**config.mk**
```make
export PLATFORM = sky130hd
export DESIGN_NAME = poly_ram_arbiter
export DESIGN_NICKNAME = d
export VERILOG_FILES = /design/src/rtl/poly_ram_pkg.sv /design/src/rtl/rr_arb2.sv /design/src/rtl/poly_ram_arbiter.sv
export SDC_FILE = /design/constraint.sdc
export NUM_CORES = 1
export LEC_CHECK = 0
export CAP_MARGIN = 20
export CORE_MARGIN = 3
export CORE_UTILIZATION = 32
export DETAILED_ROUTE_END_ITERATION = 8
export GPL_ROUTABILITY_DRIVEN = 0
export PLACE_DENSITY = 0.89
export SKIP_LAST_GASP = 1
export SYNTH_ARGS = -nofsm -noshare
export SYNTH_HDL_FRONTEND = slang
export SYNTH_SLANG_ARGS = --single-unit
```
**constraint.sdc**
```tcl
create_clock -name clk -period 1.5 [get_ports clk]
set_input_delay 0.225 -clock clk [delete_from_list [all_inputs] [get_ports clk]]
set_output_delay 0.225 -clock clk [all_outputs]
set_load 0.02 [all_outputs]
```
**src/rtl/poly_ram_pkg.sv**
```systemverilog
// Purpose: shared sizing defaults and FSM state type for the coefficient RAM arbiter.
// Latency: n/a (declarations only).
// Backpressure: n/a.
package poly_ram_pkg;

  // Default geometry: 64 words of two packed 12-bit coefficients.
  localparam int POLY_AW    = 6;
  localparam int POLY_DW    = 24;
  localparam int POLY_DEPTH = 2 ** POLY_AW;

  // CLEAR zero-fills the RAM, RUN serves requests.
  typedef enum logic {
    CLEAR = 1'b0,
    RUN   = 1'b1
  } state_e;

endpackage

```
**src/rtl/rr_arb2.sv**
```systemverilog
// Purpose: two-requester round-robin arbiter for one RAM port.
// Latency: grant is combinational from requests in the same cycle.
// Backpressure: the losing requester sees no grant and holds its request.
module rr_arb2 (
  input  logic clk,
  input  logic rst_n,
  input  logic en,
  input  logic req0,
  input  logic req1,
  output logic gnt0,
  output logic gnt1
);

  // ptr = 0 favours requester 0 on the next contended cycle.
  logic ptr;

  // Uncontended requests win outright; a tie goes to the favoured side.
  always_comb begin
    gnt0 = en & req0 & (~req1 | ~ptr);
    gnt1 = en & req1 & (~req0 |  ptr);
  end

  // Move priority away from the winner only when both were asking.
  always_ff @(posedge clk or negedge rst_n) begin
    if (!rst_n) begin
      ptr <= 1'b0;
    end else if (gnt0 & req1) begin
      ptr <= 1'b1;
    end else if (gnt1 & req0) begin
      ptr <= 1'b0;
    end
  end

endmodule

```
**src/rtl/poly_ram_arbiter.sv**
```systemverilog
// Purpose: two-client arbiter onto a dual-port coefficient RAM, with zero-fill on reset/clear.
// Latency: requests granted combinationally; read data returned the cycle after acceptance.
// Backpressure: rq*_ready low while clearing or when the other client wins the port.
module poly_ram_arbiter
  import poly_ram_pkg::*;
#(
  parameter int AW = POLY_AW,
  parameter int DW = POLY_DW
) (
  input  logic          clk,
  input  logic          rst_n,
  input  logic          rq0_valid,
  input  logic          rq0_we,
  input  logic [AW-1:0] rq0_addr,
  input  logic [DW-1:0] rq0_wdata,
  output logic          rq0_ready,
  input  logic          rq1_valid,
  input  logic          rq1_we,
  input  logic [AW-1:0] rq1_addr,
  input  logic [DW-1:0] rq1_wdata,
  output logic          rq1_ready,
  output logic          rs0_valid,
  output logic [DW-1:0] rs0_rdata,
  output logic          rs1_valid,
  output logic [DW-1:0] rs1_rdata,
  input  logic          clear_req,
  output logic          init_done,
  output logic          mem_cea,
  output logic [AW-1:0] mem_ada,
  output logic [DW-1:0] mem_din,
  output logic          mem_ceb,
  output logic [AW-1:0] mem_adb,
  output logic          mem_oce,
  input  logic [DW-1:0] mem_dout
);

  state_e        state;
  logic [AW-1:0] clr_cnt;
  logic          run;
  logic          wg0, wg1, rg0, rg1;
  logic          wr_acc, rd_acc;
  logic [AW-1:0] wr_addr, rd_addr;
  logic [DW-1:0] wr_data;
  logic          rd_pend, rd_tag, rd_fwd;
  logic [DW-1:0] fwd_dat, resp_dat;

  assign run = (state == RUN);

  // Writes and reads compete on separate ports, so each gets its own arbiter.
  rr_arb2 u_wr_arb (
    .clk  (clk),
    .rst_n(rst_n),
    .en   (run),
    .req0 (rq0_valid & rq0_we),
    .req1 (rq1_valid & rq1_we),
    .gnt0 (wg0),
    .gnt1 (wg1)
  );

  rr_arb2 u_rd_arb (
    .clk  (clk),
    .rst_n(rst_n),
    .en   (run),
    .req0 (rq0_valid & ~rq0_we),
    .req1 (rq1_valid & ~rq1_we),
    .gnt0 (rg0),
    .gnt1 (rg1)
  );

  // Steer the winning client onto each port.
  always_comb begin
    wr_acc  = wg0 | wg1;
    rd_acc  = rg0 | rg1;
    wr_addr = wg1 ? rq1_addr  : rq0_addr;
    wr_data = wg1 ? rq1_wdata : rq0_wdata;
    rd_addr = rg1 ? rq1_addr  : rq0_addr;
  end

  // A client only ever asks for one port per cycle, so either grant readies it.
  assign rq0_ready = wg0 | rg0;
  assign rq1_ready = wg1 | rg1;
  assign init_done = run;

  // Port A carries the zero-fill while clearing. The reset term keeps the
  // write strobe quiet while the state flop is held in CLEAR by reset.
  assign mem_cea = rst_n & (~run | wr_acc);
  assign mem_ada = run ? wr_addr : clr_cnt;
  assign mem_din = run ? wr_data : '0;
  assign mem_ceb = rd_acc;
  assign mem_adb = rd_addr;
  assign mem_oce = 1'b1;

  // Zero-fill sweep; a clear request restarts it from address 0 at any time.
  always_ff @(posedge clk or negedge rst_n) begin
    if (!rst_n) begin
      state   <= CLEAR;
      clr_cnt <= '0;
    end else if (state == CLEAR) begin
      if (clear_req) begin
        clr_cnt <= '0;
      end else if (clr_cnt == {AW{1'b1}}) begin
        state   <= RUN;
        clr_cnt <= '0;
      end else begin
        clr_cnt <= clr_cnt + AW'(1);
      end
    end else if (clear_req) begin
      state   <= CLEAR;
      clr_cnt <= '0;
    end
  end

  // Remember who is owed read data next cycle, and capture same-address write
  // data because the RAM returns the old word on a read/write collision.
  always_ff @(posedge clk or negedge rst_n) begin
    if (!rst_n) begin
      rd_pend <= 1'b0;
      rd_tag  <= 1'b0;
      rd_fwd  <= 1'b0;
      fwd_dat <= '0;
    end else begin
      rd_pend <= rd_acc;
      rd_tag  <= rg1;
      rd_fwd  <= rd_acc & wr_acc & (rd_addr == wr_addr);
      fwd_dat <= wr_data;
    end
  end

  // Return data to the owning client only; idle outputs read as zero.
  always_comb begin
    resp_dat  = rd_fwd ? fwd_dat : mem_dout;
    rs0_valid = rd_pend & ~rd_tag;
    rs1_valid = rd_pend &  rd_tag;
    rs0_rdata = rs0_valid ? resp_dat : '0;
    rs1_rdata = rs1_valid ? resp_dat : '0;
  end

endmodule

```
==> results.yml <==
power_and_ir_drop:
  ir_worst_vdd_mv: 0.319
  powerDensity_mw_per_mm2: 395
  p_leak_nw: 2.72
detailed_routing:
  wl_per_cell_um: 24.0
  vias_per_cell: 5.26
  wl_um: 15100
  ant_nets: 0
  drt_pass1_iterations: 4
  via_count: 3306
  drc: 0
  drt_first_iter_violations: 126
synth:
  netlist_instances: 270
  syn_area_mm2: 0.00255
  ys.flop_type: "dfrtp_1"
  syn_area_per_cell_um2: 9.46
  yosysSeqAreaShare_pct: 35.3
  synth-async-reset-ratio_pct: 100
  synth_edf_count: 0
  ys_ff_latch: 36
  syn-num-nets: 362
  yosysUniqueCellTypes: 33
  ys_warn_count: 0
worst_setup_path:
  rr_worst_depth: 7
  cp_max_fo: 6
  r2r-end: "rd_fwd"
  cp.required_ns: 1.27
  critPathLaunchType: "flip-flop"
  path_class: "flip-flop to output port"
  rr_startpoint: "init_done"
  end_kind: "output port"
  rrSetupSlack_ns: -0.20
  arrival_ns: 1.92
  critPathLaunch: "u_wr_arb.ptr"
worst_hold_path:
  hold_class: "input pin to async pin"
sta:
  fin_tns_setup_ns: -36.33
  worst_slack_ns: -0.643
  finalHoldViolCount: 0
  rsz0062_at_grt: "true"
  maxSlewViolCount: 0
  post-route-period-util_pct: 143
  layout_min_cycle_time_ns: 2.14
  finClkSkew_ns: 0.0106
  max_freq_ghz: 0.467
  setup_viol: 94
place:
  io_buffer_count: 181
  dpl_cell_area_mm2: 0.00479
  dpl.hpwl_um: 7820
  dpl.cell_count: 563
  place_ws_ns: -1.05
grt:
  grt_start_max_net_pins: 37
  grt_pass1_vias: 3528
  grt_overflow: 0
  track_usage_pct: 27.8
  antenna_found_initial: 0
  grt_pass1_wl_um: 18900
finish:
  drive_gt1_share_pct: 59.7
  stdcell_area_mm2: 0.00611
  mostFrequentLayoutCell: "buf_6"
  num-fill-cells: 376
  syn2layout_area_growth_pct: 139
  post-route-util_pct: 81.6
  layout_common_cells: "buf_6 (91), clkdlybuf4s50_1 (81), buf_4 (61), nor2_1 (38), dfrtp_1 (34)"
  nets: 621
  fin_cells: 629
die:
  dieWidth_um: 95.3
  dieHeight_um: 95.3
  die_area_mm2: 0.00909
  io_pins: 183
  row_count: 31
  start_util_pct: 34.1
  core_area_mm2: 0.00749
clock_tree:
  cts_inserted_buffers: 5
  cts_buffer_depth: 2
  clock_sinks: 36
  cts_tree: "built"
  htreeDepth: 2
  clock_latency_ns: 0.30
  root_buffer: "clkbuf_8"
  clkTransAtPathRegs_ns: 0.09
job:
  maxCapViolCount: 0
run_status:
  violations: "setup timing"
  outcome: "complete, but fails checks"
cells by family after synthesis:
group / count (synthesis) / synth area share [%]
simple gates: 119 / 21.9
buf+inv: 24 / 5.54
mux: 62 / 28.7
other cells: 1 / 0.147
fa+ha+maj: 1 / 0.490
flops: 36 / 35.3
compound gates: 18 / 4.90
xor+xnor: 9 / 3.09
repair_timing:
item / in CTS / in global routing
cloned: 6 / 2
hold buffers: 0 / 0
setup endpoints to repair: 97 / 93
setup buffers: 37 / 25
pin swaps: 24 / 26
gates resized for setup: 534 / 121
worst max-delay path, stage by stage (launching register included):
cell,delay (ns)
dfrtp_1,0.39
o2111a_2,0.32
buf_6,0.16
buf_16,0.14
mux2_4,0.32
and2_4,0.17
buf_6,0.12
Yosys cell counts (2+ instances only):
library cell  instances  area, um2
mux2_2               10        113
mux2i_1              32        320
nand3_1               5       25.0
nor2b_1               5       31.3
buf_6                 5       56.3
xor2_1                8       70.1
dfrtp_1              36        901
and2_1               24        150
and3_1                2       12.5
inv_1                 4       15.0
a31oi_1               4       25.0
or4_1                 2       15.0
a21oi_1               7       35.0
buf_2                 2       10.0
o21ai_0               2       10.0
nand4_1               2       12.5
clkbuf_1             10       37.5
mux2_4               20        300
o2111a_1              2       22.5
nand2b_1              2       12.5
nor2_1               64        240
nand2_1               9       33.8
buf_4                 3       22.5
through the flow:
step                hold slack [ns]  total power [mW]
finish                       0.0183              2.42
global route                 0.0519              2.50
CTS                          0.0349              2.34
detailed placement            0.354              1.61
global placement              0.352              1.58
floorplan                   -0.0706              1.23
power breakdown:
group	total [mW]	leakage, nW	internal [mW]	switching [mW]
registers	1.05	0.441	1.01	0.0422
clock network	0.697	0.0410	0.317	0.380
logic	0.665	2.24	0.401	0.264
layout make-up:
cell class,count,area [um2],share of cell area (%)
Inverter,4,17.5,0.287
Tap cell,99,124,2.03
Clock inverter,1,5.00,0.0819
Clock buffer,6,72.6,1.19
Antenna cell,1,2.50,0.0409
Timing Repair Buffer,272,2900,47.5
Multi-Input combinational cell,210,2080,34.1
Sequential cell,36,903,14.8
worst max-delay path by stage:
stage	endpoint	slack [ns]	cells past startpoint
floorplan	mem_din[10]	-0.14	5
global placement	mem_din[0]	-1.00	7
detailed placement	mem_din[0]	-1.05	7
CTS	mem_din[13]	-0.62	6
global route	mem_din[11]	-0.68	6
finish	mem_din[13]	-0.64	6
layer usage:
layer	global-route usage, %	share of wire, %	vias to the layer above	routed length (um)
li1	-	-	1423	-
met1	27.9	34	1620	5170
met2	53.6	53	213	8040
met3	6.00	8.0	50	1210
met4	13.2	4.3	0	647
met5	0	0	-	0
sequential cells by signal, indices dropped and copies added, names as in the netlist:
name	flops
u_rd_arb.ptr	1
init_done	1
rd_pend	1
fwd_dat	24
clr_cnt	6
rd_fwd	1
rd_tag	1
u_wr_arb.ptr	1
(Power assumes the default switching activity.)
